[src/rtl/imag_pkg.sv]
// Shared types for the image test-pattern generator: FSM state encoding and
// the pattern mode codes.
package imag_pkg;

    typedef enum logic [1:0] {
        ST_IDLE   = 2'd0,
        ST_LOAD   = 2'd1,
        ST_ACTIVE = 2'd2,
        ST_HGAP   = 2'd3
    } imag_gen_st_t;

    localparam logic [1:0] IMAG_MODE_SOLID = 2'd0;
    localparam logic [1:0] IMAG_MODE_RAMP  = 2'd1;
    localparam logic [1:0] IMAG_MODE_BAR   = 2'd2;
    localparam logic [1:0] IMAG_MODE_CHK   = 2'd3;

endpackage

[src/rtl/imag_pix_calc.sv]
// Combinational pixel value for one coordinate: solid fill, horizontal ramp,
// 8 colour bars (channel c follows bar-index bit c mod 3) or checkerboard.
module imag_pix_calc
    import imag_pkg::*;
#(
    parameter int MD_DATA_WDTH = 8,
    parameter int MD_CHN_NUM   = 3,
    parameter int MD_SIZE_WDTH = 12,
    parameter int MD_CHK_LOG   = 3
) (
    input  logic [1:0]                         mode,
    input  logic [MD_SIZE_WDTH-1:0]            x,
    input  logic [MD_SIZE_WDTH-1:0]            y,
    input  logic [MD_SIZE_WDTH-1:0]            ofs,
    input  logic [2:0]                         bar_idx,
    input  logic [MD_CHN_NUM*MD_DATA_WDTH-1:0] solid,
    output logic [MD_CHN_NUM*MD_DATA_WDTH-1:0] pix
);

    logic [MD_SIZE_WDTH-1:0]              ramp_x;
    logic [MD_SIZE_WDTH+MD_DATA_WDTH-1:0] ramp_wide;
    logic [MD_SIZE_WDTH-1:0]              cell_x;
    logic [MD_SIZE_WDTH-1:0]              cell_y;
    logic                                 chk_on;

    assign ramp_x    = x + ofs;
    // Zero-extend first so the low slice is valid for any channel width.
    assign ramp_wide = {{MD_DATA_WDTH{1'b0}}, ramp_x};
    assign cell_x    = x >> MD_CHK_LOG;
    assign cell_y    = y >> MD_CHK_LOG;
    assign chk_on    = cell_x[0] ^ cell_y[0];

    for (genvar c = 0; c < MD_CHN_NUM; c++) begin : g_chn
        localparam int SEL = c % 3;
        logic [MD_DATA_WDTH-1:0] chn;

        always_comb begin
            chn = '0;
            case (mode)
                IMAG_MODE_SOLID: chn = solid[c*MD_DATA_WDTH +: MD_DATA_WDTH];
                IMAG_MODE_RAMP:  chn = ramp_wide[MD_DATA_WDTH-1:0];
                IMAG_MODE_BAR:   chn = {MD_DATA_WDTH{bar_idx[SEL]}};
                default:         chn = {MD_DATA_WDTH{chk_on}};
            endcase
        end

        assign pix[c*MD_DATA_WDTH +: MD_DATA_WDTH] = chn;
    end

endmodule

[src/rtl/imag_pattern_gen.sv]
// Test-pattern generator with an AXI-Stream master output. Defining
// IMAG_PATTERN_GEN_FRM_CNT_EN adds o_frm_cnt and makes the ramp move per frame.
module imag_pattern_gen
    import imag_pkg::*;
#(
    parameter int MD_DATA_WDTH = 8,
    parameter int MD_CHN_NUM   = 3,
    parameter int MD_SIZE_WDTH = 12,
    parameter int MD_HBLANK    = 4,
    parameter int MD_CHK_LOG   = 3
) (
    input  logic                               i_sys_clk,
    input  logic                               i_sys_resetn,
    input  logic                               i_start,
    input  logic [1:0]                         i_mode,
    input  logic [MD_SIZE_WDTH-1:0]            i_img_w,
    input  logic [MD_SIZE_WDTH-1:0]            i_img_h,
    input  logic [MD_SIZE_WDTH-1:0]            i_frm_num,
    input  logic [MD_CHN_NUM*MD_DATA_WDTH-1:0] i_solid,
    input  logic                               i_stop,
    output logic [MD_CHN_NUM*MD_DATA_WDTH-1:0] m_axis_tdata,
    output logic                               m_axis_tvalid,
    output logic                               m_axis_tuser,
    output logic                               m_axis_tlast,
    input  logic                               m_axis_tready,
`ifdef IMAG_PATTERN_GEN_FRM_CNT_EN
    output logic [MD_SIZE_WDTH-1:0]            o_frm_cnt,
`endif
    output logic                               o_busy
);

    localparam int SW = MD_SIZE_WDTH;
    localparam int TW = MD_CHN_NUM * MD_DATA_WDTH;
    localparam logic [SW-1:0] ONE      = {{(SW-1){1'b0}}, 1'b1};
    localparam logic [15:0]   GAP_LAST = 16'((MD_HBLANK > 0) ? MD_HBLANK - 1 : 0);

    imag_gen_st_t   state;
    logic [1:0]     mode_r;
    logic [SW-1:0]  w_r, h_r, frm_num_r;
    logic [TW-1:0]  solid_r;
    logic [SW-1:0]  x, y, bar_cnt, frm_cnt;
    logic [2:0]     bar_idx;
    logic           stop_flag;
    logic [15:0]    gap_cnt;

    logic [SW-1:0]  bar_w, last_x;
    logic           line_end, frame_end, run_done, beat, in_load;
    logic [SW-1:0]  nx, ny, nbc, nfrm;
    logic [2:0]     nbi;
    logic [SW-1:0]  px, py, ofs;
    logic [2:0]     pbi;
    logic [TW-1:0]  pix;
    logic           p_user, p_last;

    // Bar width is w/8 with a floor of one pixel, so no divider is needed.
    assign bar_w     = (w_r[SW-1:3] == '0) ? ONE : (w_r >> 3);
    assign last_x    = w_r - ONE;
    assign line_end  = (x == last_x);
    assign frame_end = line_end && (y == h_r - ONE);
    assign beat      = m_axis_tvalid && m_axis_tready;
    assign run_done  = stop_flag || ((frm_num_r != '0) && (nfrm == frm_num_r));
    assign in_load   = (state == ST_LOAD);
    assign o_busy    = (state != ST_IDLE);

    always_comb begin
        nx   = x + ONE;
        ny   = y;
        nbc  = bar_cnt + ONE;
        nbi  = bar_idx;
        nfrm = frm_cnt;
        if (bar_cnt == bar_w - ONE) begin
            nbc = '0;
            if (bar_idx != 3'd7) nbi = bar_idx + 3'd1;
        end
        if (line_end) begin
            nx  = '0;
            nbc = '0;
            nbi = '0;
            ny  = frame_end ? '0 : y + ONE;
            if (frame_end) nfrm = frm_cnt + ONE;
        end
    end

    // In LOAD the counters already hold the first pixel; afterwards the
    // output register is always loaded with the pixel following the one accepted.
    assign px     = in_load ? x : nx;
    assign py     = in_load ? y : ny;
    assign pbi    = in_load ? bar_idx : nbi;
    assign p_user = (px == '0) && (py == '0);
    assign p_last = (px == last_x);

`ifdef IMAG_PATTERN_GEN_FRM_CNT_EN
    assign ofs       = in_load ? frm_cnt : nfrm;
    assign o_frm_cnt = frm_cnt;
`else
    assign ofs = '0;
`endif

    imag_pix_calc #(
        .MD_DATA_WDTH (MD_DATA_WDTH),
        .MD_CHN_NUM   (MD_CHN_NUM),
        .MD_SIZE_WDTH (MD_SIZE_WDTH),
        .MD_CHK_LOG   (MD_CHK_LOG)
    ) u_pix_calc (
        .mode    (mode_r),
        .x       (px),
        .y       (py),
        .ofs     (ofs),
        .bar_idx (pbi),
        .solid   (solid_r),
        .pix     (pix)
    );

    always_ff @(posedge i_sys_clk or negedge i_sys_resetn) begin
        if (!i_sys_resetn) begin
            state         <= ST_IDLE;
            mode_r        <= '0;
            w_r           <= '0;
            h_r           <= '0;
            frm_num_r     <= '0;
            solid_r       <= '0;
            x             <= '0;
            y             <= '0;
            bar_cnt       <= '0;
            bar_idx       <= '0;
            frm_cnt       <= '0;
            stop_flag     <= 1'b0;
            gap_cnt       <= '0;
            m_axis_tdata  <= '0;
            m_axis_tvalid <= 1'b0;
            m_axis_tuser  <= 1'b0;
            m_axis_tlast  <= 1'b0;
        end else begin
            if (state != ST_IDLE && i_stop) stop_flag <= 1'b1;
            case (state)
                ST_IDLE: begin
                    m_axis_tvalid <= 1'b0;
                    if (i_start && i_img_w != '0 && i_img_h != '0) begin
                        state     <= ST_LOAD;
                        mode_r    <= i_mode;
                        w_r       <= i_img_w;
                        h_r       <= i_img_h;
                        frm_num_r <= i_frm_num;
                        solid_r   <= i_solid;
                        x         <= '0;
                        y         <= '0;
                        bar_cnt   <= '0;
                        bar_idx   <= '0;
                        frm_cnt   <= '0;
                    end
                end
                ST_LOAD: begin
                    state         <= ST_ACTIVE;
                    m_axis_tvalid <= 1'b1;
                    m_axis_tdata  <= pix;
                    m_axis_tuser  <= p_user;
                    m_axis_tlast  <= p_last;
                end
                ST_ACTIVE: begin
                    if (beat) begin
                        x            <= nx;
                        y            <= ny;
                        bar_cnt      <= nbc;
                        bar_idx      <= nbi;
                        frm_cnt      <= nfrm;
                        m_axis_tdata <= pix;
                        m_axis_tuser <= p_user;
                        m_axis_tlast <= p_last;
                        if (frame_end && run_done) begin
                            state         <= ST_IDLE;
                            stop_flag     <= 1'b0;
                            m_axis_tvalid <= 1'b0;
                            m_axis_tdata  <= '0;
                            m_axis_tuser  <= 1'b0;
                            m_axis_tlast  <= 1'b0;
                        end else if (line_end && MD_HBLANK != 0) begin
                            state         <= ST_HGAP;
                            gap_cnt       <= '0;
                            m_axis_tvalid <= 1'b0;
                        end
                    end
                end
                ST_HGAP: begin
                    if (gap_cnt == GAP_LAST) begin
                        state         <= ST_ACTIVE;
                        m_axis_tvalid <= 1'b1;
                    end else begin
                        gap_cnt <= gap_cnt + 16'd1;
                    end
                end
                default: state <= ST_IDLE;
            endcase
        end
    end

endmodule
[config.mk]
export PLATFORM = sky130hd
export DESIGN_NAME = imag_pattern_gen
export DESIGN_NICKNAME = d
export VERILOG_FILES = /design/src/rtl/imag_pkg.sv /design/src/rtl/imag_pix_calc.sv /design/src/rtl/imag_pattern_gen.sv
export SDC_FILE = /design/constraint.sdc
export NUM_CORES = 1
export LEC_CHECK = 0
export CAP_MARGIN = 20
export CORE_ASPECT_RATIO = 0.7
export CORE_MARGIN = 8
export CORE_UTILIZATION = 59
export DETAILED_ROUTE_END_ITERATION = 16
export PLACE_DENSITY = 0.8
export SYNTH_ARGS = -nofsm -noshare
export SYNTH_HDL_FRONTEND = slang
export SYNTH_SLANG_ARGS = --single-unit
[constraint.sdc]
create_clock -name i_sys_clk -period 4.15 [get_ports i_sys_clk]
set_clock_uncertainty 0.15 [all_clocks]
set_input_delay 0.83 -clock i_sys_clk [delete_from_list [all_inputs] [get_ports i_sys_clk]]
set_output_delay 0.83 -clock i_sys_clk [all_outputs]
set_load 0.01 [all_outputs]
======== After elaboration in Yosys (flattened, before gate mapping) ========
Index checks and enable logic that the tools add are counted.
word-level totals
  logic and storage cells ................. 131
  register bits after elaboration ......... 159
  output and inout bits ................... 28
  input bits .............................. 67
operators by class
  add/subtract/negate cells ............... 9
  equal/unequal tests ..................... 19
  bitwise gates (word level) .............. 1
  muxes and demuxes ....................... 58
  reduce and logical (&&, ||, !) cells .... 27
operators by type and width
  cell                                                                     count
  12-bit 2-to-1 mux                                                        14
  12-bit one-hot mux with 2 select lines                                   4
  8-bit one-hot mux with 3 select lines                                    3
  16-bit 2-to-1 mux                                                        4
  12-bit equality test                                                     5
  12-bit by 1-bit adder with 12-bit output (second input constant)         4
  24-bit 2-to-1 mux                                                        2
  24-bit one-hot mux with 2 select lines                                   1
  12-bit nonzero test                                                      3
  16-bit one-hot mux with 2 select lines                                   1
  12-bit logical NOT                                                       2
  12-bit by 1-bit subtractor with 12-bit output (second input constant)    2
  3-bit 2-to-1 mux                                                         6
  16-bit by 1-bit adder with 16-bit output (second input constant)         1
  16-bit by 2-bit equality test with 1-bit output (second input constant)  1
  1-bit 2-to-1 mux                                                         12
  2-bit != test (second input constant)                                    6
  2-bit 2-to-1 mux                                                         5
  9-bit by 1-bit subtractor with 10-bit output (second input constant)     1
  9-bit logical NOT                                                        1
  9-bit 2-to-1 mux                                                         1
  1-bit logical AND                                                        8
  2-bit one-hot mux with 4 select lines                                    1
  2-bit nonzero test                                                       4
  14 further kinds                                                         22

======== Depth between registers and ports, before layout ========
Gate-level depths: netlist of the first run.
  word-level depth ........................ 12
  depth in mapped cells ................... 16
  depth with buffers taken out ............ 13

======== Modules after synthesis ========
Synthesis of the first run repeated with hierarchy kept, for this count alone.
second synthesis, totals
  cells, all modules ...................... 1,134
  area, all modules ....................... 10,278.6 µm²
by module, submodules not included
  module            sequential area each (µm²)  times used  cells an instance  area an instance (µm²)
  imag_pattern_gen  3,978.8                     1           1,049              9,630.5
  imag_pix_calc     0.0                         1           85                 648.1

======== Worst setup path after synthesis of the first run ========
Ideal clock, no wire load.
  path type ............................... register to register
  start ................................... reg w_r[4]
  end ..................................... reg m_axis_tdata[11]
  clock period less this slack ............ 3,401 ps
  buffers on the path ..................... 2
  cell stages (with the launch flop) ...... 16
  library setup time ...................... 153 ps
  slack ................................... 749 ps
  data required time ...................... 3,847 ps
  data arrival time ....................... 3,098 ps
  path through ............................ dfrtp_1 -> buf_2 -> nor4_1 -> a21oi_1 -> ha_1 -> clkbuf_1 -> xnor2_1 -> a21oi_1 -> a21boi_0 -> nand2b_1 -> or3_1 -> a21oi_1 -> nand2b_1 -> a21oi_1 -> o21bai_2 -> o311ai_0
between the ends
  word-level cells in the longest chain between the ends .. 12
  elaborated cells on any way between the ends .. 26
  those cells by class .................... add/sub: 2; eq/ne: 3; mux: 15; bitwise: 1; reduce/logical: 5
RTL lines
  element                                                                                                RTL line                 RTL
  start, declared                                                                                        imag_pattern_gen.sv:39   logic [SW-1:0] w_r, h_r, frm_num_r;
  start signal, assigned                                                                                 imag_pattern_gen.sv:141  w_r <= i_img_w;
  parallel branches: the longest is 11 deep, another holds 9-bit by 1-bit subtractor with 10-bit output  --
  24-bit one-hot mux with 2 select lines (*)                                                             imag_pattern_gen.sv:135  case (state)
  end signal, assigned                                                                                   imag_pattern_gen.sv:155  m_axis_tdata <= pix;
  end signal, assigned                                                                                   imag_pattern_gen.sv:166  m_axis_tdata <= pix;
  end, declared                                                                                          imag_pattern_gen.sv:21   output logic [MD_CHN_NUM*MD_DATA_WDTH-1:0] m_axis_tdata,
Mark *: on every way between the ends. The select of a mux whose other input is x is not followed.
A chain may end at the register's enable or synchronous reset.

======== Worst setup path in the final report of the first run ========
  start ................................... reg w_r[4]
  end ..................................... reg m_axis_tdata[8]
Same word-level chain as after synthesis.

==> metrics.md, run 1 <==
| Metric | Value |
|---|---|
| Number of enable flip-flop cells after synthesis | 0 |
| Clock sink count | around 160 |
| Largest regs | m_axis_tdata (24), solid_r (24), gap_cnt (16) |
| Global-route wire length before repair | between 40 and 50 mm |
| Distinct cells, synth | 86 |
| # nets final | 1281 |
| CTS clk-pin slew, worst paths | ~0.06 ns |
| Outcome | complete, no violations |
| Vias/cell | 6.43 |
| Crit path launch type | flop |
| Reg-to-reg slack, setup | 0.23 ns |
| Sequential-to-total area share from yosys stat | 0.393 |
| Die area | 21700 um^2 |
| Post-cts resize count | 0 |
| Crit-path cells | nor4_4 -> a21oi_1 -> ha_1 -> xnor2_1 -> a21oi_1 -> a21boi_0 -> nand2b_1 -> or3_1 -> a21oi_1 -> nand2b_1 -> a21oi_1 -> o21bai_2 -> o311ai_0 |
| CTS tree | built |
| Critical R2R Launch | w_r[4] |
| Antenna cell count | 0 |
| IO Count | 95 |
| Max IR drop VDD | 174 uV |
| Non-filler cells, final | between 1k and 1.5k |
| CTS Hold Bufs | 0 |
| Vias in the first global route | roughly 8.8k |
| Pre-CTS WS | 0.0236 ns |
| Final setup fails | 0 |
| Width of the die | ~170 um |
| PortBufs | 94 |
| Final Instance Area | 11900 um^2 |
| Insertion delay to the later sink of the worst-skew pair | 0.43 ns |
| Max-cap violations | 0 |
| Fin crit share | 0.945 |
| Endpoint class of the critical path | flop |
| WP data required | 4.27 ns |
| Synth warn | 0 |
| Total length of routed wires | approximately 28 mm |
| Final hold vios | 0 |
| Pwr Density | slightly above 300 nW/um^2 |
| Worst EP arrival | 4.04 ns |
| DP Wirelength | 20.4 mm |
| Cell leakage power | roughly 5.1 nW |
| Layout area overhead | 17.3% |
| Gr usage total | 0.260 |
| CP top delay family | compound AO/OA/AOI/OAI gates |
| CP startpoint | w_r[4] |
| Critical path class | reg2reg |
| Total gr overflow | 0 |
| Worst-Margin Slew | 0.804 ns |
| Hold slack | 0.267 ns |
| PnR worst setup slack | approximately 0.23 ns |
| Post-DRT Antenna Nets | 0 |
| Drt first pass iters | 5 |
| Max Clk Rate | approximately 250 MHz |
| Reg2reg end | m_axis_tdata[8] |
| Max-slew violations | 0 |
| TNS Setup | 0 ns |
| Setup bufs post-CTS | 0 |
| Slowest cell on crit path | dfrtp_1 |
| Hold WC Path Type | in2async |
| CTS Buffer Depth | 2 |
| Core Area | between 15000 and 20000 um^2 |
| # rows | 40 |
| WL/cell | 19.6 um |
| Most frequent CP cell | a21oi_1 |
| Root buffer cell | clkbuf_16 |
| Layout cells sized above 1 | 0.126 |
| Top FF cell, synth | dfrtp_1 |
| Netlist Area Pre-Place | around 10000 um^2 |
| Die height | between 100 and 150 um |
| WP buf/inv | 0 |
| Placed cell count | approximately 1.4k |
| Largest net degree at the start of global routing | 73 |
| RSZ-0062 raised after global routing | false |
| Iter 0 DRT Violations | between 1k and 1.5k |
| Tmin final | 3.92 ns |
| CP Max Fanout | 12 |
| Initial antenna violation count | 0 |
| Slew Limit Headroom | 0.463 |
| Num CTS Buffers | 17 |
| Routed vias | 9316 |
| Starting Density | 0.597 |
| Synthesized flop and latch total | approximately 160 |
| CTS H-tree lvls | 4 |
| Syn_area_per_cell | around 8.9 um^2 |
| Max incr delay on CP | between 0.5 and 0.6 ns |
| Post-synth net total | ~1.2k |
| Syn Inst Count | 1141 |
| # DRC | 0 |
| Async SR Flop Fraction | 1.00 |
| Gpl congestion | 0.923 |
| Placed inst area | approximately 11000 um^2 |
| Worst R2R Path Depth | 13 |
synth_stat cells (all sizes together) (24+ instances only):
| master | n | area (um^2) |
|---|---|---|
| nor4 | 28 | 196 |
| nor2 | 99 | 374 |
| xnor2 | 56 | 490 |
| o31ai | 24 | 185 |
| nand3 | 34 | 170 |
| nand2 | 122 | 460 |
| mux2 | 65 | 732 |
| o21ai | 108 | 541 |
| xor2 | 24 | 218 |
| clkbuf | 60 | 225 |
| dfrtp | 159 | 3980 |
| and3 | 40 | 250 |
| a21oi | 37 | 185 |
cell type report:
class / instances / area [um^2]
multi-input cells: 888 / 5780
fillers: 1266 / 5080
flip-flops and latches: 159 / 3980
repair buffers: 124 / 1180
clock buffers: 18 / 439
well taps: 231 / 289
clock inverters: 14 / 158
inverters: 15 / 56.3
metrics by stage:
step	total power, mW	util
after floorplan	1.82	-
final	3.59	0.700
after global placement	2.00	0.664
after global routing	3.70	0.700
after detailed placement	2.01	0.664
after CTS	3.59	0.699
cell families after synthesis:
group | count (synthesis) | synth area share
AOI/OAI and AO/OA | 282 | 0.181
xor gates and xnor gates | 82 | 0.0745
adders and majority gates | 9 | 0.0111
buffers and inverters | 94 | 0.0381
DFF | 159 | 0.393
muxes | 71 | 0.0782
and+or+nand+nor | 444 | 0.224
worst register-to-register path, cell delays in order (launching register included):
cell      delay, ns
dfrtp_1        0.56
nor4_4         0.47
a21oi_1        0.16
ha_1           0.31
xnor2_1        0.15
a21oi_1        0.15
a21boi_0       0.14
nand2b_1       0.17
or3_1          0.48
a21oi_1        0.26
nand2b_1       0.14
a21oi_1        0.11
o21bai_2       0.32
o311ai_0       0.20
layer usage:
layer	wire length (um)	track usage	vias up
met3	2540	0.0603	72
li1	-	-	4293
met5	0	0	-
met1	12800	0.368	4502
met2	12400	0.387	449
met4	714	0.0862	0
how the worst max path moves through the flow:
stage / endpoint / slack (ns) / depth (start not counted)
2_1_floorplan: m_axis_tdata[11] / 0.75 / 15
3_3_place_gp: m_axis_tdata[8] / 0.29 / 13
3_5_place_dp: m_axis_tdata[8] / 0.02 / 13
4_1_cts: m_axis_tdata[11] / 0.03 / 13
5_1_grt: m_axis_tdata[8] / 0.02 / 14
6_report: m_axis_tdata[8] / 0.23 / 13
cell usage in the layout, fill, tap and decap left out, drive strengths merged, types with 4 or more instances in the layout:
cell type	count
dfrtp	159
nand2	122
o21ai	108
nor2	99
clkdlybuf4s50	93
mux2	65
xnor2	56
and3	40
a21oi	37
nand3	34
buf	31
nor4	28
xor2	24
o31ai	24
nand2b	23
nor3	23
a211oi	18
clkbuf	18
inv	18
nand4	17
a31oi	16
or3	9
a22o	9
ha	9
o211ai	9
and2	7
mux2i	6
nand3b	6
a21o	6
o2111a	6
or4	6
or2	6
nor2b	5
nand4b	5
clkinvlp	5
o21bai	5
o311ai	4
clkinv	4
power breakdown:
part           leakage (nW)  switching, mW  total (mW)  internal, mW
Combinational          2.69          0.190       0.356         0.166
Sequential             2.10         0.0533        1.63          1.58
Clock                 0.277          0.690        1.60         0.911
Total                  5.06          0.933        3.59          2.66
Note: power is estimated with default switching activity, not from simulation.
==> inputs of run 2 (changes only) <==
- CELL_PAD_IN_SITES_DETAIL_PLACEMENT: unset -> 1
- CELL_PAD_IN_SITES_GLOBAL_PLACEMENT: unset -> 1
- CORE_UTILIZATION: 59 -> 45
- GPL_TIMING_DRIVEN: unset -> 1
- PLACE_DENSITY: 0.8 -> 0.79
==> run 2 against run 1 <==
  * Non-clock buffer count is 11 higher
  * Total power grew 0.26%
  * Fmax shrank 2.8%
  * Sequential power hardly changed
  * Hold slack worse by 0.051 ns
  * Largest power group unchanged
  * Via count is 0.63% higher
  * Critical endpoint is now x[10]
==> metrics.md, run 2 (synthesis gave the netlist of run 1 again) <==
| Metric | Value |
|---|---|
| Non-filler cells, final | approximately 1.5k |
| Drt first pass iters | 5 |
| CTS H-tree lvls | 4 |
| Pwr Density | around 300 nW/um^2 |
| Max Clk Rate | roughly 250 MHz |
| Hold WC Path Type | in2async |
| Post-DRT Antenna Nets | 0 |
| Die area | ~28000 um^2 |
| Total length of routed wires | 33.6 mm |
| Clock sink count | 159 |
| Hold slack | around 0.22 ns |
| CTS Hold Bufs | 0 |
| Final Instance Area | 12000 um^2 |
| Iter 0 DRT Violations | about 750 |
| Tmin final | a little over 4 ns |
| # nets final | 1292 |
| Most frequent cells in the layout | dfrtp_1, nand2_1, o21ai_0, nor2_1, clkdlybuf4s50_1 |
| CTS tree | built |
| Util after Layout | 0.537 |
| Gr usage total | 0.243 |
| Tot Pwr | about 3.6 mW |
| Max-cap violations | 0 |
| Antenna cell count | 0 |
| Placed inst area | approximately 11000 um^2 |
| Final hold vios | 0 |
| Max IR drop VDD | 298 uV |
| Endpoint class of the critical path | flop |
| Slew Limit Headroom | 0.390 |
| Placed cell count | ~1.5k |
| Width of the die | around 200 um |
| Critical path class | reg2reg |
| Die height | ~140 um |
| Layout area overhead | 18.8% |
| Core Area | around 22000 um^2 |
| Total gr overflow | 0 |
| Largest net degree at the start of global routing | 60 |
| CTS clk-pin slew, worst paths | about 0.070 ns |
| Final setup fails | 0 |
| Largest regs | m_axis_tdata (24), solid_r (24), gap_cnt (16) |
| Insertion delay to the later sink of the worst-skew pair | about 0.45 ns |
| Commonest non-fill, non-tap cell in the layout | dfrtp_1 |
| Global-route wire length before repair | 53.6 mm |
| # DRC | 0 |
| Max-slew violations | 0 |
| Gpl congestion | around 0.89 |
| Vias/cell | around 6.2 |
| Fin crit share | 0.973 |
| Reg-to-reg slack, setup | 0.11 ns |
| Crit path launch type | flop |
| Outcome | complete, no violations |
| Initial antenna violation count | 0 |
| Vias in the first global route | roughly 9.6k |
| IO Count | 95 |
| DP Wirelength | between 20 and 25 mm |
| WL/cell | between 20 and 25 um |
| PortBufs | 94 |
| Worst EP arrival | between 4 and 5 ns |
| Root buffer cell | clkbuf_16 |
| Num CTS Buffers | 17 |
| Starting Density | 0.452 |
| Worst-Margin Slew | 0.913 ns |
| Cell leakage power | 5.14 nW |
| Worst R2R Path Depth | 12 |
| # rows | 46 |
| Routed vias | 9375 |
| Layout cells sized above 1 | 0.134 |
| CTS Buffer Depth | 2 |
| WP data required | 4.30 ns |
| CP Max Fanout | 13 |
run 2: worst paths after layout:
kind / startpoint / endpoint
max: w_r[0] / x[10]
min in group i_sys_clk: m_axis_tdata[23] / m_axis_tdata[23]
min: i_sys_resetn / bar_cnt[7]
max reg2reg: w_r[0] / x[10]
min reg2reg: m_axis_tdata[23] / m_axis_tdata[23]
max in group asynchronous: i_sys_resetn / frm_cnt[0]
run 2: timing repair:
| item | CTS | global route |
|---|---|---|
| gates resized for setup | 0 | 9 |
| endpoints found under the setup margin | 0 | 58 |
| endpoints found under the hold margin | 0 | 0 |
| setup buffers | 0 | 3 |
run 2: area by class of cell:
cell class              instances  area, um^2
clock inverters                11         131
multi-input cells             888        5800
repair buffers                135        1250
clock buffers                  21         450
well taps                     288         360
fillers                      2522       10400
inverters                      15        56.3
flip-flops and latches        159        3980
run 2: routing by layer:
| metal | track usage | vias to the layer above | routed length [um] |
|---|---|---|---|
| met5 | 0 | - | 0 |
| met4 | 0.0788 | 0 | 685 |
| met3 | 0.0530 | 60 | 1970 |
| met2 | 0.373 | 289 | 15100 |
| met1 | 0.337 | 4724 | 15900 |
| li1 | - | 4302 | - |
run 2: metrics by stage:
step | setup TNS [ns] | worst slack [ns]
2_1_floorplan | 0 | 0.749
3_3_place_gp | 0 | 0.312
3_5_place_dp | 0 | 0.0894
4_1_cts | 0 | 0.0427
5_1_grt | -0.0537 | -0.0404
6_report | 0 | 0.112
run 2: report_power, final:
part | leakage (nW) | internal, mW | switching [mW] | total, mW
Combinational | 2.76 | 0.167 | 0.199 | 0.366
Clock | 0.275 | 0.908 | 0.693 | 1.60
Sequential | 2.10 | 1.58 | 0.0532 | 1.63
Total | 5.14 | 2.66 | 0.944 | 3.60
run 2: worst max-delay path: stages (launching register included):
cell and delay [ns]:
dfrtp_1 0.44, inv_1 0.10, ha_1 0.25, or3b_1 0.47, or3_1 0.43, and3_1 0.21, nor4_2 0.22, nand4b_1 0.45
nand2_1 0.62, buf_4 0.22, o21ai_0 0.09, nand2_1 0.15, o31ai_1 0.08
==> inputs of run 3 (changes only) <==
- CORE_UTILIZATION: 45 -> 46
- CTS_BUF_LIST: unset -> sky130_fd_sc_hd__clkbuf_2
- GPL_TIMING_DRIVEN: 1 -> unset
- PLACE_DENSITY: 0.79 -> 0.81
- SKIP_CTS_REPAIR_TIMING: unset -> 1
==> run 3 against run 2 <==
  * Wire length down 2.1%
  * Sequential cell count stayed put
  * Highest routed layer unchanged
  * Clock power decreased by 46%
  * Combinational power up 1%
  * Sequential share of layout area is 1.1 points higher
  * Utilization rose by 0.14 points
  * Count of clock-buffer cells in the layout decreased by 4
  * Total power decreased by 21%
  * Cell area decreased by 3.2%
  * Critical path depth grew 1
  * Die area decreased by 2.0%
  * Via count is 0.68% lower
  * Largest power group unchanged
  * Largest cell class unchanged
==> metrics.md, run 3 (synthesis gave the netlist of run 1 again) <==
| Metric | Value |
|---|---|
| Outcome | complete, no violations |
| Reg2reg end | m_axis_tdata[8] |
| Worst R2R Path Depth | 13 |
| Critical path class | reg2reg |
| Crit path to | m_axis_tdata[8] |
| Largest regs | m_axis_tdata (24), solid_r (24), gap_cnt (16) |
| Cell leakage power | between 4 and 5 nW |
| Core Area | around 22000 um^2 |
| Crit-path cells | nor4_4 -> a21oi_1 -> ha_1 -> xnor2_1 -> a21oi_1 -> a21boi_0 -> nand2b_1 -> or3_1 -> a21oi_1 -> nand2b_1 -> a21oi_1 -> o21bai_2 -> o311ai_0 |
| Max-slew violations | 0 |
| Vias in the first global route | 9616 |
| Starting Density | 0.468 |
| Worst-Margin Slew | about 0.87 ns |
| WP data required | 4.70 ns |
| Hold WC Path Type | reg2reg |
| Final Instance Area | 11600 um^2 |
| Root buffer cell | clkbuf_2 |
| Total gr overflow | 0 |
| Layout area overhead | 15.0% |
| Pint | 1.98 mW |
| Final setup fails | 0 |
| CTS tree | built |
| Largest net degree at the start of global routing | just over 60 |
| DP Wirelength | around 24 mm |
| Pre-CTS WS | around 0.10 ns |
| Max IR drop VDD | approximately 200 uV |
| Die height | ~140 um |
| Max-cap violations | 0 |
| Layout cells sized above 1 | 0.131 |
| # nets final | between 1k and 1.5k |
| CTS Buffer Depth | 2 |
| Global-route wire length before repair | about 53 mm |
| Initial antenna violation count | 1 |
| Num CTS Buffers | 17 |
| Max Clk Rate | roughly 250 MHz |
| Commonest non-fill, non-tap cell in the layout | dfrtp_1 |
| Worst EP arrival | 4.56 ns |
| # rows | 45 |
| Total length of routed wires | approximately 33 mm |
| Final hold vios | 0 |
| Drt first pass iters | 7 |
| Most frequent CP cell | a21oi_1 |
| PnR worst setup slack | 0.133 ns |
| Comb pwr share | 0.130 |
| CP startpoint | w_r[5] |
| Clock power share | 0.300 |
| Fin crit share | 0.968 |
| Crit path launch type | flop |
| Reg-to-reg slack, setup | 0.13 ns |
| Insertion delay to the later sink of the worst-skew pair | ~0.84 ns |
| Sequential fraction of design power | 0.570 |
| PortBufs | 94 |
| Slowest cell on crit path | dfrtp_1 |
| CTS clk-pin slew, worst paths | approximately 0.25 ns |
| Clock sink count | ~160 |
| Reported net switching power | around 0.9 mW |
| CP Max Fanout | 11 |
| Tmin final | around 4 ns |
| Gpl congestion | between 0.8 and 0.9 |
| CTS H-tree lvls | 4 |
| Die area | approximately 27000 um^2 |
| Endpoint class of the critical path | flop |
| # DRC | 0 |
| Pwr Density | between 200 and 250 nW/um^2 |
| Switch share | 0.309 |
| Vias/cell | 6.16 |
| Placed inst area | about 11000 um^2 |
| Iter 0 DRT Violations | between 700 and 800 |
| Gr usage total | 0.242 |
| IO Count | 95 |
| Max incr delay on CP | roughly 0.57 ns |
| Post-DRT Antenna Nets | 0 |
| Critical R2R Launch | w_r[5] |
| Width of the die | a little under 200 um |
| Routed vias | between 9k and 10k |
| WL/cell | about 22 um |
| Slew Limit Headroom | 0.422 |
| Fillers | between 2k and 3k |
| Most frequent cells in the layout | dfrtp_1, nand2_1, o21ai_0, nor2_1, clkdlybuf4s50_1 |
run 3: metal layers:
metal  up-vias  wire, um  GRT usage
li1       4284         -          -
met5         -         0          0
met1      4715     15500      0.333
met2       258     15100      0.380
met4         0       624     0.0699
met3        54      1670     0.0512
run 3: how the worst min path moves through the flow:
stage	slack, ns	to	cells after the start	start
after floorplan	0.30	gap_cnt[15]	1	gap_cnt[15]
after global placement	0.32	m_axis_tdata[18]	2	m_axis_tdata[18]
after detailed placement	0.33	m_axis_tlast	2	m_axis_tlast
after CTS	-0.26	mode_r[1]	1	i_sys_resetn
after global routing	0.35	w_r[9]	2	i_sys_resetn
final	0.36	gap_cnt[15]	1	gap_cnt[15]
run 3: final cells by class:
| type | instances | area [um^2] | share of cell area |
|---|---|---|---|
| Antenna cell | 2 | 5.00 | 0.000430 |
| Clock buffer | 17 | 85.1 | 0.00730 |
| Timing Repair Buffer | 133 | 1250 | 0.107 |
| Tap cell | 282 | 353 | 0.0303 |
| Clock inverter | 15 | 139 | 0.0119 |
| Sequential cell | 159 | 3980 | 0.342 |
| Multi-Input combinational cell | 888 | 5780 | 0.496 |
| Inverter | 15 | 56.3 | 0.00483 |
run 3: worst max-delay path, delay by kind of cell (launching register included):
family	cells	cell delay (ns)
xor gates and xnor gates	1	0.17
AOI/OAI and AO/OA	7	1.35
DFF	1	0.57
and+or+nand+nor	4	1.30
adders and majority gates	1	0.34
run 3: power by group through the flow:
stage | registers (mW) | clock network (mW) | logic, mW
floorplan | 1.63 | 0 | 0.188
global placement | 1.65 | 0 | 0.354
detailed placement | 1.65 | 0 | 0.365
CTS | 1.63 | 0.887 | 0.368
global route | 1.64 | 0.938 | 0.407
finish | 1.63 | 0.857 | 0.371
run 3: per-stage QoR:
step                setup TNS [ns]  cells  hold slack [ns]  utilization  power, mW
floorplan                        0   1141            0.296            -       1.82
global placement                 0   1474            0.315        0.526       2.01
CTS                              0   1506           -0.259        0.537       2.88
finish                           0   1511            0.365        0.539       2.86
global route               -0.0566   1511            0.354        0.539       2.98
detailed placement               0   1474            0.329        0.526       2.02
